===== config.mk =====
export PLATFORM = sky130hd
export DESIGN_NAME = a_channel_flat
export DESIGN_NICKNAME = d
export VERILOG_FILES = /design/src/rtl/a_channel_if.sv /design/src/rtl/a_channel.sv /design/src/flat_wrapper.sv
export SDC_FILE = /design/constraint.sdc
export NUM_CORES = 1
export LEC_CHECK = 0
export ABC_AREA = 1
export CORE_AREA = 2 2 137 139
export DETAILED_ROUTE_END_ITERATION = 12
export DIE_AREA = 0 0 139 141
export PLACE_DENSITY = 0.84
export SLEW_MARGIN = 20
export SYNTH_ARGS = -nofsm -noshare
export SYNTH_HDL_FRONTEND = slang
export SYNTH_SLANG_ARGS = --single-unit

===== constraint.sdc =====
create_clock -name clk -period 2.3 [get_ports clk]
set_input_delay 0.69 -clock clk [delete_from_list [all_inputs] [get_ports clk]]
set_output_delay 0.69 -clock clk [all_outputs]
set_load 0.05 [all_outputs]

===== src/rtl/a_channel_if.sv =====
// Signal bundle between the OBI master / cache controller side and the a_channel
// request front end. The slave modport is the a_channel view.
interface a_channel_if #(
   parameter int ADDR_WIDTH = 32,
   parameter int DATA_WIDTH = 64
);
   localparam int BE_WIDTH = DATA_WIDTH / 8;

   logic                  obi_req_i;
   logic [ADDR_WIDTH-1:0] obi_addr_i;
   logic                  obi_we_i;
   logic [BE_WIDTH-1:0]   obi_be_i;
   logic [DATA_WIDTH-1:0] obi_wdata_i;
   logic                  obi_gnt_o;
   logic                  internal_gnt_o;

   logic                  ctrl_valid_o;
   logic [ADDR_WIDTH-1:0] ctrl_addr_o;
   logic                  ctrl_we_o;
   logic [BE_WIDTH-1:0]   ctrl_be_o;
   logic [DATA_WIDTH-1:0] ctrl_wdata_o;
   logic                  ctrl_ready_i;
   logic                  ctrl_done_i;
   logic [DATA_WIDTH-1:0] ctrl_rdata_i;
   logic                  ctrl_err_i;

   logic                  rvalid_o;
   logic [DATA_WIDTH-1:0] rdata_o;
   logic                  err_o;

   modport slave (
      input  obi_req_i, obi_addr_i, obi_we_i, obi_be_i, obi_wdata_i,
      output obi_gnt_o, internal_gnt_o,
      output ctrl_valid_o, ctrl_addr_o, ctrl_we_o, ctrl_be_o, ctrl_wdata_o,
      input  ctrl_ready_i, ctrl_done_i, ctrl_rdata_i, ctrl_err_i,
      output rvalid_o, rdata_o, err_o
   );

   modport master (
      output obi_req_i, obi_addr_i, obi_we_i, obi_be_i, obi_wdata_i,
      input  obi_gnt_o, internal_gnt_o,
      input  ctrl_valid_o, ctrl_addr_o, ctrl_we_o, ctrl_be_o, ctrl_wdata_o,
      output ctrl_ready_i, ctrl_done_i, ctrl_rdata_i, ctrl_err_i,
      input  rvalid_o, rdata_o, err_o
   );
endinterface


===== src/rtl/a_channel.sv =====
// OBI A-channel front end: grants one request at a time, hands it to the cache
// controller, and emits a one-cycle response with alignment and timeout errors.
//
//   state | meaning
//   IDLE  | granting; capture request on obi_req_i
//   ISSUE | ctrl_valid_o high, waiting for ctrl_ready_i
//   WAIT  | handshake done, waiting for ctrl_done_i
//   RESP  | rvalid_o pulse for one cycle
module a_channel #(
   parameter int ADDR_WIDTH     = 32,
   parameter int DATA_WIDTH     = 64,
   parameter int TIMEOUT_CYCLES = 255
) (
   input logic       clk,
   input logic       rst_n,
   a_channel_if.slave bus
);
   localparam int BE_WIDTH = DATA_WIDTH / 8;
   localparam int CNT_W    = $clog2(TIMEOUT_CYCLES + 1);

   localparam logic [1:0] IDLE  = 2'd0;
   localparam logic [1:0] ISSUE = 2'd1;
   localparam logic [1:0] WAIT  = 2'd2;
   localparam logic [1:0] RESP  = 2'd3;

   localparam logic [CNT_W-1:0]      CNT_LAST   = CNT_W'(TIMEOUT_CYCLES - 1);
   localparam logic [ADDR_WIDTH-1:0] ALIGN_MASK = ADDR_WIDTH'(BE_WIDTH - 1);

   logic [1:0]            state;
   logic [CNT_W-1:0]      cnt;
   logic [ADDR_WIDTH-1:0] addr_q;
   logic                  we_q;
   logic [BE_WIDTH-1:0]   be_q;
   logic [DATA_WIDTH-1:0] wdata_q;
   logic [DATA_WIDTH-1:0] rdata_q;
   logic                  err_q;
   logic                  aligned;

   // Mask form keeps the check legal when BE_WIDTH is 1 (no offset bits).
   assign aligned = (bus.obi_addr_i & ALIGN_MASK) == '0;

   always_ff @(posedge clk) begin
      if (!rst_n) begin
         state   <= IDLE;
         cnt     <= '0;
         addr_q  <= '0;
         we_q    <= 1'b0;
         be_q    <= '0;
         wdata_q <= '0;
         rdata_q <= '0;
         err_q   <= 1'b0;
      end else begin
         case (state)
            IDLE: begin
               if (bus.obi_req_i) begin
                  addr_q  <= bus.obi_addr_i;
                  we_q    <= bus.obi_we_i;
                  be_q    <= bus.obi_be_i;
                  wdata_q <= bus.obi_wdata_i;
                  cnt     <= '0;
                  if (aligned) begin
                     state <= ISSUE;
                  end else begin
                     state   <= RESP;
                     rdata_q <= '0;
                     err_q   <= 1'b1;
                  end
               end
            end
            ISSUE: begin
               cnt <= cnt + 1'b1;
               if (bus.ctrl_ready_i && bus.ctrl_done_i) begin
                  state   <= RESP;
                  rdata_q <= we_q ? '0 : bus.ctrl_rdata_i;
                  err_q   <= bus.ctrl_err_i;
               end else if (cnt == CNT_LAST) begin
                  state   <= RESP;
                  rdata_q <= '0;
                  err_q   <= 1'b1;
               end else if (bus.ctrl_ready_i) begin
                  state <= WAIT;
               end
            end
            WAIT: begin
               cnt <= cnt + 1'b1;
               if (bus.ctrl_done_i) begin
                  state   <= RESP;
                  rdata_q <= we_q ? '0 : bus.ctrl_rdata_i;
                  err_q   <= bus.ctrl_err_i;
               end else if (cnt == CNT_LAST) begin
                  state   <= RESP;
                  rdata_q <= '0;
                  err_q   <= 1'b1;
               end
            end
            RESP:    state <= IDLE;
            default: state <= IDLE;
         endcase
      end
   end

   assign bus.obi_gnt_o      = (state == IDLE);
   assign bus.internal_gnt_o = (state == IDLE);
   assign bus.ctrl_valid_o   = (state == ISSUE);
   assign bus.ctrl_addr_o    = addr_q;
   assign bus.ctrl_we_o      = we_q;
   assign bus.ctrl_be_o      = be_q;
   assign bus.ctrl_wdata_o   = wdata_q;
   assign bus.rvalid_o       = (state == RESP);
   assign bus.rdata_o        = rdata_q;
   assign bus.err_o          = err_q;
endmodule

===== src/flat_wrapper.sv =====
// flat-port wrapper written by rule: the top's interface ports become plain ports
module a_channel_flat 
#(
   parameter int ADDR_WIDTH     = 32,
   parameter int DATA_WIDTH     = 64,
   parameter int TIMEOUT_CYCLES = 255
)
  (clk, rst_n, bus_obi_req_i, bus_obi_addr_i, bus_obi_we_i, bus_obi_be_i, bus_obi_wdata_i, bus_obi_gnt_o, bus_internal_gnt_o, bus_ctrl_valid_o, bus_ctrl_addr_o, bus_ctrl_we_o, bus_ctrl_be_o, bus_ctrl_wdata_o, bus_ctrl_ready_i, bus_ctrl_done_i, bus_ctrl_rdata_i, bus_ctrl_err_i, bus_rvalid_o, bus_rdata_o, bus_err_o);
  a_channel_if #(.ADDR_WIDTH(ADDR_WIDTH), .DATA_WIDTH(DATA_WIDTH)) bus_i ();
  input logic clk;
  input logic rst_n;
  input wire logic [$bits(bus_i.obi_req_i)-1:0] bus_obi_req_i;
  input wire logic [$bits(bus_i.obi_addr_i)-1:0] bus_obi_addr_i;
  input wire logic [$bits(bus_i.obi_we_i)-1:0] bus_obi_we_i;
  input wire logic [$bits(bus_i.obi_be_i)-1:0] bus_obi_be_i;
  input wire logic [$bits(bus_i.obi_wdata_i)-1:0] bus_obi_wdata_i;
  output wire logic [$bits(bus_i.obi_gnt_o)-1:0] bus_obi_gnt_o;
  output wire logic [$bits(bus_i.internal_gnt_o)-1:0] bus_internal_gnt_o;
  output wire logic [$bits(bus_i.ctrl_valid_o)-1:0] bus_ctrl_valid_o;
  output wire logic [$bits(bus_i.ctrl_addr_o)-1:0] bus_ctrl_addr_o;
  output wire logic [$bits(bus_i.ctrl_we_o)-1:0] bus_ctrl_we_o;
  output wire logic [$bits(bus_i.ctrl_be_o)-1:0] bus_ctrl_be_o;
  output wire logic [$bits(bus_i.ctrl_wdata_o)-1:0] bus_ctrl_wdata_o;
  input wire logic [$bits(bus_i.ctrl_ready_i)-1:0] bus_ctrl_ready_i;
  input wire logic [$bits(bus_i.ctrl_done_i)-1:0] bus_ctrl_done_i;
  input wire logic [$bits(bus_i.ctrl_rdata_i)-1:0] bus_ctrl_rdata_i;
  input wire logic [$bits(bus_i.ctrl_err_i)-1:0] bus_ctrl_err_i;
  output wire logic [$bits(bus_i.rvalid_o)-1:0] bus_rvalid_o;
  output wire logic [$bits(bus_i.rdata_o)-1:0] bus_rdata_o;
  output wire logic [$bits(bus_i.err_o)-1:0] bus_err_o;
  assign bus_i.obi_req_i = bus_obi_req_i;
  assign bus_i.obi_addr_i = bus_obi_addr_i;
  assign bus_i.obi_we_i = bus_obi_we_i;
  assign bus_i.obi_be_i = bus_obi_be_i;
  assign bus_i.obi_wdata_i = bus_obi_wdata_i;
  assign bus_obi_gnt_o = bus_i.obi_gnt_o;
  assign bus_internal_gnt_o = bus_i.internal_gnt_o;
  assign bus_ctrl_valid_o = bus_i.ctrl_valid_o;
  assign bus_ctrl_addr_o = bus_i.ctrl_addr_o;
  assign bus_ctrl_we_o = bus_i.ctrl_we_o;
  assign bus_ctrl_be_o = bus_i.ctrl_be_o;
  assign bus_ctrl_wdata_o = bus_i.ctrl_wdata_o;
  assign bus_i.ctrl_ready_i = bus_ctrl_ready_i;
  assign bus_i.ctrl_done_i = bus_ctrl_done_i;
  assign bus_i.ctrl_rdata_i = bus_ctrl_rdata_i;
  assign bus_i.ctrl_err_i = bus_ctrl_err_i;
  assign bus_rvalid_o = bus_i.rvalid_o;
  assign bus_rdata_o = bus_i.rdata_o;
  assign bus_err_o = bus_i.err_o;
  a_channel #(.ADDR_WIDTH(ADDR_WIDTH), .DATA_WIDTH(DATA_WIDTH), .TIMEOUT_CYCLES(TIMEOUT_CYCLES)) u_core (.clk(clk), .rst_n(rst_n), .bus(bus_i));
endmodule

==> results.sh, run 1 <==
export IMPL_viasPerCell=4.94
export IMPL_grt_usage_pct=21.2
export IMPL_comb_power_share_pct=50.6
export IMPL_cts_root_buf="clkbuf_16"
export IMPL_clock_sinks=180
export IMPL_p_leak_nw=5.65
export IMPL_synth_warnings=0
export IMPL_gp_congestion=0.867
export IMPL_dieArea_um2=19600
export IMPL_seq_area_frac_synth_pct=53.8
export IMPL_syn_nets=1039
export IMPL_multiInputGateArea_um2=2730
export IMPL_async_flop_share_pct=0
export IMPL_setup_viol=0
export IMPL_fillers=1515
export IMPL_dr_pass1_iters=5
export IMPL_status="completed"
export IMPL_endpoint_kind="output pin"
export IMPL_tightest_slew_ns=0.563
export IMPL_finalInstanceArea_um2=11300
export IMPL_synth_edf_count=0
export IMPL_synthFlopType="dfxtp_1"
export IMPL_slowest_stage="clkdlybuf4s50_1"
export IMPL_final_core_util_pct=61.7
export IMPL_syn2layout_area_growth_pct=68.3
export IMPL_postLayoutSetupSlackWorst_ns=0.0373
export IMPL_swShare_pct=45.6
export IMPL_cp_arrival_ns=1.57
export IMPL_p_clk_share_pct=20.3
export IMPL_initial_core_util_pct=36.6
export IMPL_p_int_w=0.00759
export IMPL_fp_dieH_um=141
export IMPL_synth_top_area_share_pct=53.8
export IMPL_cts_buffers=17
export IMPL_n_antenna_cell=0
export IMPL_placed_cells=1394
export IMPL_ir_drop_mv=0.808
export IMPL_critical_path_top_delay_family="buffers and inverters"
export IMPL_port_buffers=348
export IMPL_cts_max_path_buffers=2
export IMPL_yosys_cell_types_count=24
export IMPL_core_area_um2=18300
export IMPL_cts_htree_levels=4
export IMPL_ys_ff_latch=180
export IMPL_synth_area_um2=6690
export IMPL_drt_total_wl_mm=21.4
export IMPL_final_seq_area_um2=3600
export IMPL_grt_max_degree=84
export IMPL_ant_nets=0
export IMPL_p_switching_w=0.00635
export IMPL_fmax_mhz=442
export IMPL_start_kind="register"
export IMPL_cts_tree="done"
export IMPL_path_max_fanout=2
export IMPL_synth_avg_cell_area_um2=7.81
export IMPL_place_area_um2=10500
export IMPL_grt_pass1_wl_mm=34.1
export IMPL_critPathKind="register to output pin"
export IMPL_r2r_setup_slack_ns=0.34
export IMPL_drt_initial_drc_count=366
export IMPL_wire_per_inst_um=15.0
export IMPL_dp_hpwl_mm=15.3
export IMPL_clk_latency_ns=0.42
export IMPL_drc=0
export IMPL_die_w_um=139
export IMPL_critPathBufInv=1
export IMPL_final_nets=1361
export IMPL_pre_cts_slack_ns=-0.0303
export IMPL_rsz0062_at_grt="false"
export IMPL_hold_class="register to register"
export IMPL_seqPwrFrac_pct=29.1
export IMPL_synth_cells=857
export IMPL_ios=349
export IMPL_yosys_top_cells_count="nor2_1 (217), dfxtp_1 (180), o21ai_0 (112)"
export IMPL_tns_ns=0
export IMPL_yosysTopAreaCell="dfxtp_1"
export IMPL_vias=7037
export IMPL_rr_startpoint="u_core.state[0]"
export IMPL_min_period_ns=2.26
export IMPL_cp_cell_sequence="clkdlybuf4s50_1"
export IMPL_period_share_pct=98.4
export IMPL_hp_start="u_core.cnt[4]"
export IMPL_max_cap_violations=0
export IMPL_crit_required_ns=1.61
export IMPL_crit_start="u_core.bus.ctrl_addr_o[29]"
export IMPL_grt_overflow_total=0
export IMPL_grt_pass1_vias=6726
export IMPL_synth_most_common_cell="nor2_1"
export IMPL_hold_viol=0
export IMPL_num_rows=50
export IMPL_drv_slew=0
export IMPL_cellPowerDensity_nw_per_um2=1240
export IMPL_drive_above_1_share_pct=6.21
export IMPL_finClkSkew_ns=0.0126
export IMPL_cts_clk_slew_worst_paths_ns=0.06
export IMPL_ys_top_cells_by_area="dfxtp_1 (54%), nor2_1 (12%), o21ai_0 (8.4%)"
export IMPL_final_cells=1425
export IMPL_slew_headroom_pct=62.4
export IMPL_antenna_found_initial=0
export IMPL_cpPeakStageDelay_ns=0.82
worst reg2reg max path, delay by kind of cell, from the launching register on:
| family | cells | cell delay (ns) |
|---|---|---|
| AOI/OAI and AO/OA | 1 | 0.15 |
| adders and majority gates | 1 | 0.36 |
| and+or+nand+nor | 3 | 0.37 |
| buffers and inverters | 3 | 0.61 |
| DFF | 1 | 0.40 |
cells by family after synthesis:
family	share of synthesized area, %
buf+inv	5.63
xor+xnor	0.131
flops	53.8
fa+ha+maj	1.31
compound gates	14.6
simple gates	24.5
per-stage QoR:
step	hold WS (ns)	total power, W
2_1_floorplan	0.423	0.00868
4_1_cts	0.462	0.0141
3_3_place_gp	0.432	0.0112
6_report	0.454	0.0139
5_1_grt	0.473	0.0147
3_5_place_dp	0.453	0.0113
power groups by stage:
stage	clock network [W]	registers (W)	logic [W]
2_1_floorplan	0	0.00616	0.00251
3_3_place_gp	0	0.00411	0.00706
3_5_place_dp	0	0.00414	0.00712
4_1_cts	0.00293	0.00407	0.00709
5_1_grt	0.00306	0.00414	0.00751
6_report	0.00283	0.00406	0.00705
what timing repair did:
| action | 4_1_cts | 5_1_grt |
|---|---|---|
| setup buffers | 0 | 0 |
| resized for setup | 15 | 90 |
| hold buffers | 0 | 0 |
| endpoints found under the setup margin | 15 | 90 |
worst paths after layout:
kind                                end  cells past startpoint
setup / recovery    bus_ctrl_addr_o[29]                      1
hold / removal            u_core.cnt[4]                      2
setup reg to reg  u_core.bus.rdata_o[1]                      8
hold reg to reg           u_core.cnt[4]                      2
layout by cell type (no fill, tap or decap), types with 5 or more instances in the layout:
cell type	instances
clkdlybuf4s50_1	232
nor2_1	217
dfxtp_1	180
o21ai_0	112
nand2_1	92
dlymetal6s2s_1	90
a21oi_1	76
nand4_1	66
buf_4	22
inv_1	18
clkbuf_16	17
dlygate4sd2_1	15
buf_12	12
ha_1	6
nand3_1	5
cell type report:
class / count / area share [%]
clock buffer: 19 / 4.02
clock inverter: 12 / 1.07
inverter: 20 / 0.678
multi-input combinational: 588 / 24.2
sequential: 180 / 32.0
tap: 234 / 2.60
timing repair buffer: 372 / 35.4
routing by layer:
| layer | track usage, % | vias to the layer above | wire length, µm |
|---|---|---|---|
| met1 | 24.2 | 3209 | 8490 |
| met2 | 37.1 | 298 | 10600 |
| li1 | - | 3492 | - |
| met5 | 0 | - | 0 |
| met3 | 7.03 | 38 | 1760 |
| met4 | 7.87 | 0 | 574 |
state kept, by name (all words and copies together) (netlist names):
name / cells
u_core.bus.ctrl_be_o: 8
u_core.bus.ctrl_addr_o: 32
u_core.bus.err_o: 1
u_core.cnt: 8
u_core.bus.ctrl_wdata_o: 64
u_core.bus.ctrl_we_o: 1
u_core.state: 2
u_core.bus.rdata_o: 64
Note: power is estimated with default switching activity, not from simulation.
==> inputs of run 2 (changes only) <==
Settings changed: CAP_MARGIN set to 20, SLEW_MARGIN 20 to not set.
==> results of run 2 <==
Final layout, timing and power as in run 1 (identical DEF).
